===== src/rtl/fetch_seq_ctrl.sv =====
// fetch_seq_ctrl: PC advance/stall/redirect sequencer with outstanding I-cache tracking; FETCH_PERF_CNT_EN adds perf counters
module fetch_seq_ctrl #(
  parameter int OUTSTANDING_MAX = 2,
  parameter int CNT_W = 2
) (
  input  logic        clk,
  input  logic        rst,
  input  logic        flush_i,
  input  logic [31:0] flush_pc_i,
  input  logic [1:0]  bp_taken_i,
  input  logic [31:0] bp_target_i,
  input  logic        pause_i,
  input  logic        ibuf_full_i,
  input  logic [31:0] pc_i,
  output logic        icache_req_o,
  output logic [31:0] icache_addr_o,
  input  logic        icache_req_ready_i,
  input  logic        icache_resp_valid_i,
  output logic        resp_valid_o,
  output logic        pc_flush_o,
  output logic [31:0] pc_new_pc_o,
  output logic        pc_stall_o,
  output logic [31:0] perf_stall_cnt_o,
  output logic [31:0] perf_drop_cnt_o
);
  typedef enum logic [1:0] {BOOT, RUN, HOLD, FIRE} state_t;
  localparam logic [CNT_W-1:0] OC_MAX = CNT_W'(OUTSTANDING_MAX);
  state_t state, state_n;
  logic [CNT_W-1:0] oc, oc_n, drop, drop_n, drop_sat;
  logic [CNT_W:0] drop_sum;
  logic [31:0] pend_pc, pend_pc_n, tgt;
  logic req_hold, pend_is_flush, pend_is_flush_n;
  logic redir, can_issue, accept, resp_ok;
  assign redir = flush_i | (|bp_taken_i);
  assign tgt = flush_i ? flush_pc_i : bp_target_i;
  assign can_issue = (state == RUN) & !pause_i & !ibuf_full_i & (oc < OC_MAX) & !redir;
  assign icache_req_o = req_hold | can_issue;
  assign icache_addr_o = pc_i;
  assign accept = icache_req_o & icache_req_ready_i;
  // responses with nothing outstanding are ignored entirely
  assign resp_ok = icache_resp_valid_i & (oc != '0);
  assign pc_stall_o = !accept | pc_flush_o;
  assign resp_valid_o = resp_ok & (drop == '0) & !pc_flush_o;
  assign drop_sum = {1'b0, drop} + {1'b0, oc} - (CNT_W+1)'(resp_ok);
  assign drop_sat = drop_sum[CNT_W] ? '1 : drop_sum[CNT_W-1:0];
  always_comb begin
    state_n = state;
    pend_pc_n = pend_pc;
    pend_is_flush_n = pend_is_flush;
    pc_flush_o = 1'b0;
    pc_new_pc_o = '0;
    oc_n = oc + CNT_W'(accept) - CNT_W'(resp_ok);
    drop_n = drop - CNT_W'(resp_ok & (drop != '0));
    case (state)
      BOOT: state_n = RUN;
      RUN: begin
        if (redir && !req_hold) begin
          pc_flush_o = 1'b1;
          pc_new_pc_o = tgt;
          drop_n = drop_sat;
        end else if (redir) begin
          pend_pc_n = tgt;
          pend_is_flush_n = flush_i;
          state_n = accept ? FIRE : HOLD;
        end
      end
      HOLD: begin
        pend_pc_n = (flush_i || (redir && !pend_is_flush)) ? tgt : pend_pc;
        pend_is_flush_n = pend_is_flush | flush_i;
        state_n = accept ? FIRE : HOLD;
      end
      FIRE: begin
        pc_flush_o = 1'b1;
        pc_new_pc_o = flush_i ? flush_pc_i : pend_pc;
        drop_n = drop_sat;
        state_n = RUN;
      end
    endcase
  end
  always_ff @(posedge clk or negedge rst) begin
    if (!rst) begin
      state <= BOOT;
      oc <= '0;
      drop <= '0;
      req_hold <= 1'b0;
      pend_pc <= '0;
      pend_is_flush <= 1'b0;
    end else begin
      state <= state_n;
      oc <= oc_n;
      drop <= drop_n;
      req_hold <= icache_req_o & !icache_req_ready_i;
      pend_pc <= pend_pc_n;
      pend_is_flush <= pend_is_flush_n;
    end
  end
`ifdef FETCH_PERF_CNT_EN
  logic [31:0] stall_cnt, drop_cnt;
  always_ff @(posedge clk or negedge rst) begin
    if (!rst) begin
      stall_cnt <= '0;
      drop_cnt <= '0;
    end else begin
      stall_cnt <= stall_cnt + 32'((state == RUN) & pc_stall_o & !pc_flush_o);
      drop_cnt <= drop_cnt + 32'(resp_ok & !resp_valid_o);
    end
  end
  assign perf_stall_cnt_o = stall_cnt;
  assign perf_drop_cnt_o = drop_cnt;
`else
  assign perf_stall_cnt_o = '0;
  assign perf_drop_cnt_o = '0;
`endif
endmodule

===== config.mk =====
export PLATFORM = sky130hd
export DESIGN_NAME = fetch_seq_ctrl
export DESIGN_NICKNAME = d
export VERILOG_FILES = /design/src/rtl/fetch_seq_ctrl.sv
export SDC_FILE = /design/constraint.sdc
export NUM_CORES = 1
export LEC_CHECK = 0
export CAP_MARGIN = 20
export CORE_MARGIN = 2
export CORE_UTILIZATION = 37
export DETAILED_ROUTE_END_ITERATION = 8
export GPL_TIMING_DRIVEN = 0
export PLACE_DENSITY = 0.93
export SLEW_MARGIN = 20
export SYNTH_ARGS = -nofsm -noshare
export SYNTH_HDL_FRONTEND = slang
export SYNTH_SLANG_ARGS = --single-unit

===== constraint.sdc =====
create_clock -name clk -period 2.5 [get_ports clk]
set_input_delay 0.375 -clock clk [delete_from_list [all_inputs] [get_ports clk]]
set_output_delay 0.375 -clock clk [all_outputs]
set_load 0.02 [all_outputs]

==> results <==
flip-flops by register name (all words and copies together) (netlist names):
name / flops
drop: 2
oc: 2
pend_is_flush: 1
pend_pc: 32
req_hold: 1
state: 2
report_power, final:
part	switching [mW]	internal (mW)	total (mW)
logic	1.77	1.43	3.20
clock network	0.260	0.296	0.556
registers	0.213	0.993	1.21
cells in the final DEF, fill, tap and decap left out, drive strengths merged, types with 4 or more instances in the layout:
cell type      synthesis  final
dfrtp                 40     40
mux2i                 96     96
dlygate4sd2            0      5
o22ai                 32     32
buf                  110    130
nor2b                  4      4
conb                   1     64
ha                     8      8
clkdlybuf4s50          0    103
clkbuf                 4     22
inv                   42     42
worst register-to-register path, stage by stage (launching register included):
cell and delay, ps:
dfrtp_1 430, o21ai_0 420, xnor2_1 190, ha_1 190, inv_1 60, fa_1 370, xor2_1 190, a221oi_1 260
o22a_1 180
cell families (layout without fill, tap and decap cells):
kind of cell | Yosys count | after routing
AOI/OAI and AO/OA | 47 | 47
xor gates and xnor gates | 5 | 5
adders and majority gates | 9 | 9
buffers and inverters | 157 | 307
DFF | 40 | 40
muxes | 96 | 96
other | 1 | 64
and+or+nand+nor | 20 | 20
timing repair:
item | 4_1_cts | 5_1_grt
setup endpoints to repair | 37 | 28
gates cloned | 0 | 0
gates resized for setup | 98 | 31
hold endpoints to repair | 12 | 0
hold buffers | 1 | 0
buffers inserted | 1 | 0
per-layer routing:
metal / vias to the layer above / wire length (µm)
met4: 0 / 165
met1: 1566 / 3800
li1: 1545 / -
met2: 154 / 5680
met5: - / 0
met3: 16 / 825
area by class of cell:
cell class                      count  area share
Clock buffer                        5      0.0127
Buffer                            114       0.155
Clock inverter                      3     0.00785
Sequential cell                    40       0.185
Inverter                           43      0.0298
Tap cell                          129      0.0298
Multi-Input combinational cell    241       0.344
Timing Repair Buffer              142       0.235
worst min path at each step:
stage	slack [ps]	cells after the start	to	start
floorplan	80	0	drop[0]	rst
global placement	480	1	pend_is_flush	pend_is_flush
detailed placement	310	1	pend_pc[1]	rst
CTS	510	2	pend_pc[1]	rst
global route	530	2	pend_pc[1]	rst
finish	500	2	pend_pc[9]	rst
==> impl_metrics.json <==
{
  "ys_seq_area_frac": 0.279,
  "avgViaCountPerCell": 4.58,
  "fin_cells": 717,
  "grt_usage": 0.188,
  "drv_cap": 0,
  "num_rows": 35,
  "portBuffers": 139,
  "cts_max_level": 2,
  "p_leak_nw": 2.87,
  "yosys_warnings": 0,
  "syn_avg_cell_area_um2": 9.58,
  "die-area_um2": 10500,
  "critPathCaptureType": "output port",
  "synth-edff-count": 0,
  "hold_ws_ps": 500,
  "finalMaxSlewViolations": 0,
  "path_cells": "clkdlybuf4s50_1 -> or3_4 -> a21oi_4 -> and3_1 -> dlygate4sd2_1",
  "synth-simple-area-share": 0.0390,
  "drtPass1Iterations": 4,
  "setup_viol": 0,
  "start_util": 0.385,
  "clk_pin_slew_ps": 100,
  "clock_latency_ps": 300,
  "clock_skew_ps": 12.4,
  "gr-usage-met2": 0.371,
  "status": "completed",
  "relSlewSlack": 0.516,
  "place.detailed.hpwl_mm": 8.47,
  "layout-drive-gt1-share": 0.274,
  "rr_worst_depth": 8,
  "critPathTopFamily": "buffers and inverters",
  "r2r_setup_slack_ps": 140,
  "required_ps": 2120,
  "drt_iter0_markers": 52,
  "hold_class": "input pin to asynchronous set/reset pin",
  "reg2reg_from": "oc[1]",
  "fillerInstances": 836,
  "ant_nets": 0,
  "peakVddDrop_mv": 0.554,
  "worstSetupPathType": "input pin to output port",
  "report.final.hold_viol_count": 0,
  "async_reset_ff_frac": 1.00,
  "place_inst": 707,
  "tns_ps": 0,
  "core_area_um2": 9330,
  "cts_made_buffers": 5,
  "place.gp.congestion": 0.737,
  "fin_crit_ps": 2420,
  "crit_path_start": "bp_taken_i[1]",
  "path_depth": 5,
  "syn_inst": 375,
  "p_total_mw": 4.97,
  "clockBufferDepth": 2,
  "grt_pass1_vias": 3388,
  "place_ws_ps": -379,
  "powerDensity_nw_per_um2": 916,
  "grt_pass1_wl_mm": 15.6,
  "timing.final.crit_share": 0.968,
  "grt_max_degree": 29,
  "synth_fa_ha_area_frac": 0.0334,
  "regArea_um2": 1000,
  "clock_sinks": 40,
  "layout.nets": 701,
  "die_h_um": 103,
  "antenna_cells": 0,
  "clock.fmax_ghz": 0.413,
  "critPathBufInv": 2,
  "yosysTopAreaCell": "dfrtp_1",
  "syn_area_um2": 3590,
  "ys_seq_elements": 40,
  "netlist.area_leader.share": 0.279,
  "synth_top_family_by_area": "buffers and inverters",
  "synthTopCellsByCount": "96 x buf_4, 96 x mux2i_1, 42 x inv_1",
  "r2r_end": "drop[1]",
  "cts_tree": "yes",
  "wl_mm": 10.5,
  "synthXorXnorAreaFrac": 0.0122,
  "post-route-util": 0.581,
  "crit_end": "resp_valid_o",
  "wl_per_cell_um": 14.6,
  "synth_compound_area_frac": 0.0916,
  "antenna_found_initial": 0,
  "cp_slowest_cell": "clkdlybuf4s50_1",
  "synthDistinctLibCells": 40,
  "num_vias": 3281,
  "fp.dieW_um": 103,
  "ys_top_cells_by_area": "dfrtp_1 28%, mux2i_1 27%, buf_4 20%, o22ai_1 5.6%, inv_1 4.4%",
  "ioPinCount": 237,
  "syn2layout_area_growth_pct": 50.9,
  "drc": 0,
  "muxShareOfSynthArea": 0.268,
  "cts_root_buf": "clkbuf_8",
  "grt_use_met1": 0.199,
  "grt.overflow.total": 0,
  "placed_area_um2": 5400,
  "cp_data_arrival_time_ps": 2050,
  "fin_area_um2": 5420,
  "slowest_delay_ps": 510,
  "tightest_slew_ps": 727,
  "worst_slack_ps": 79.9,
  "rsz0062_at_grt": "no",
  "multi_input_area_um2": 1870,
  "critPathLaunchType": "input pin",
  "synth_ff_type": "dfrtp_1",
  "grt_use_met3": 0.0393,
  "worst-path-max-fanout": 4,
  "top_usage_layer": "met2"
}
Note: power is estimated with default switching activity, not from simulation.
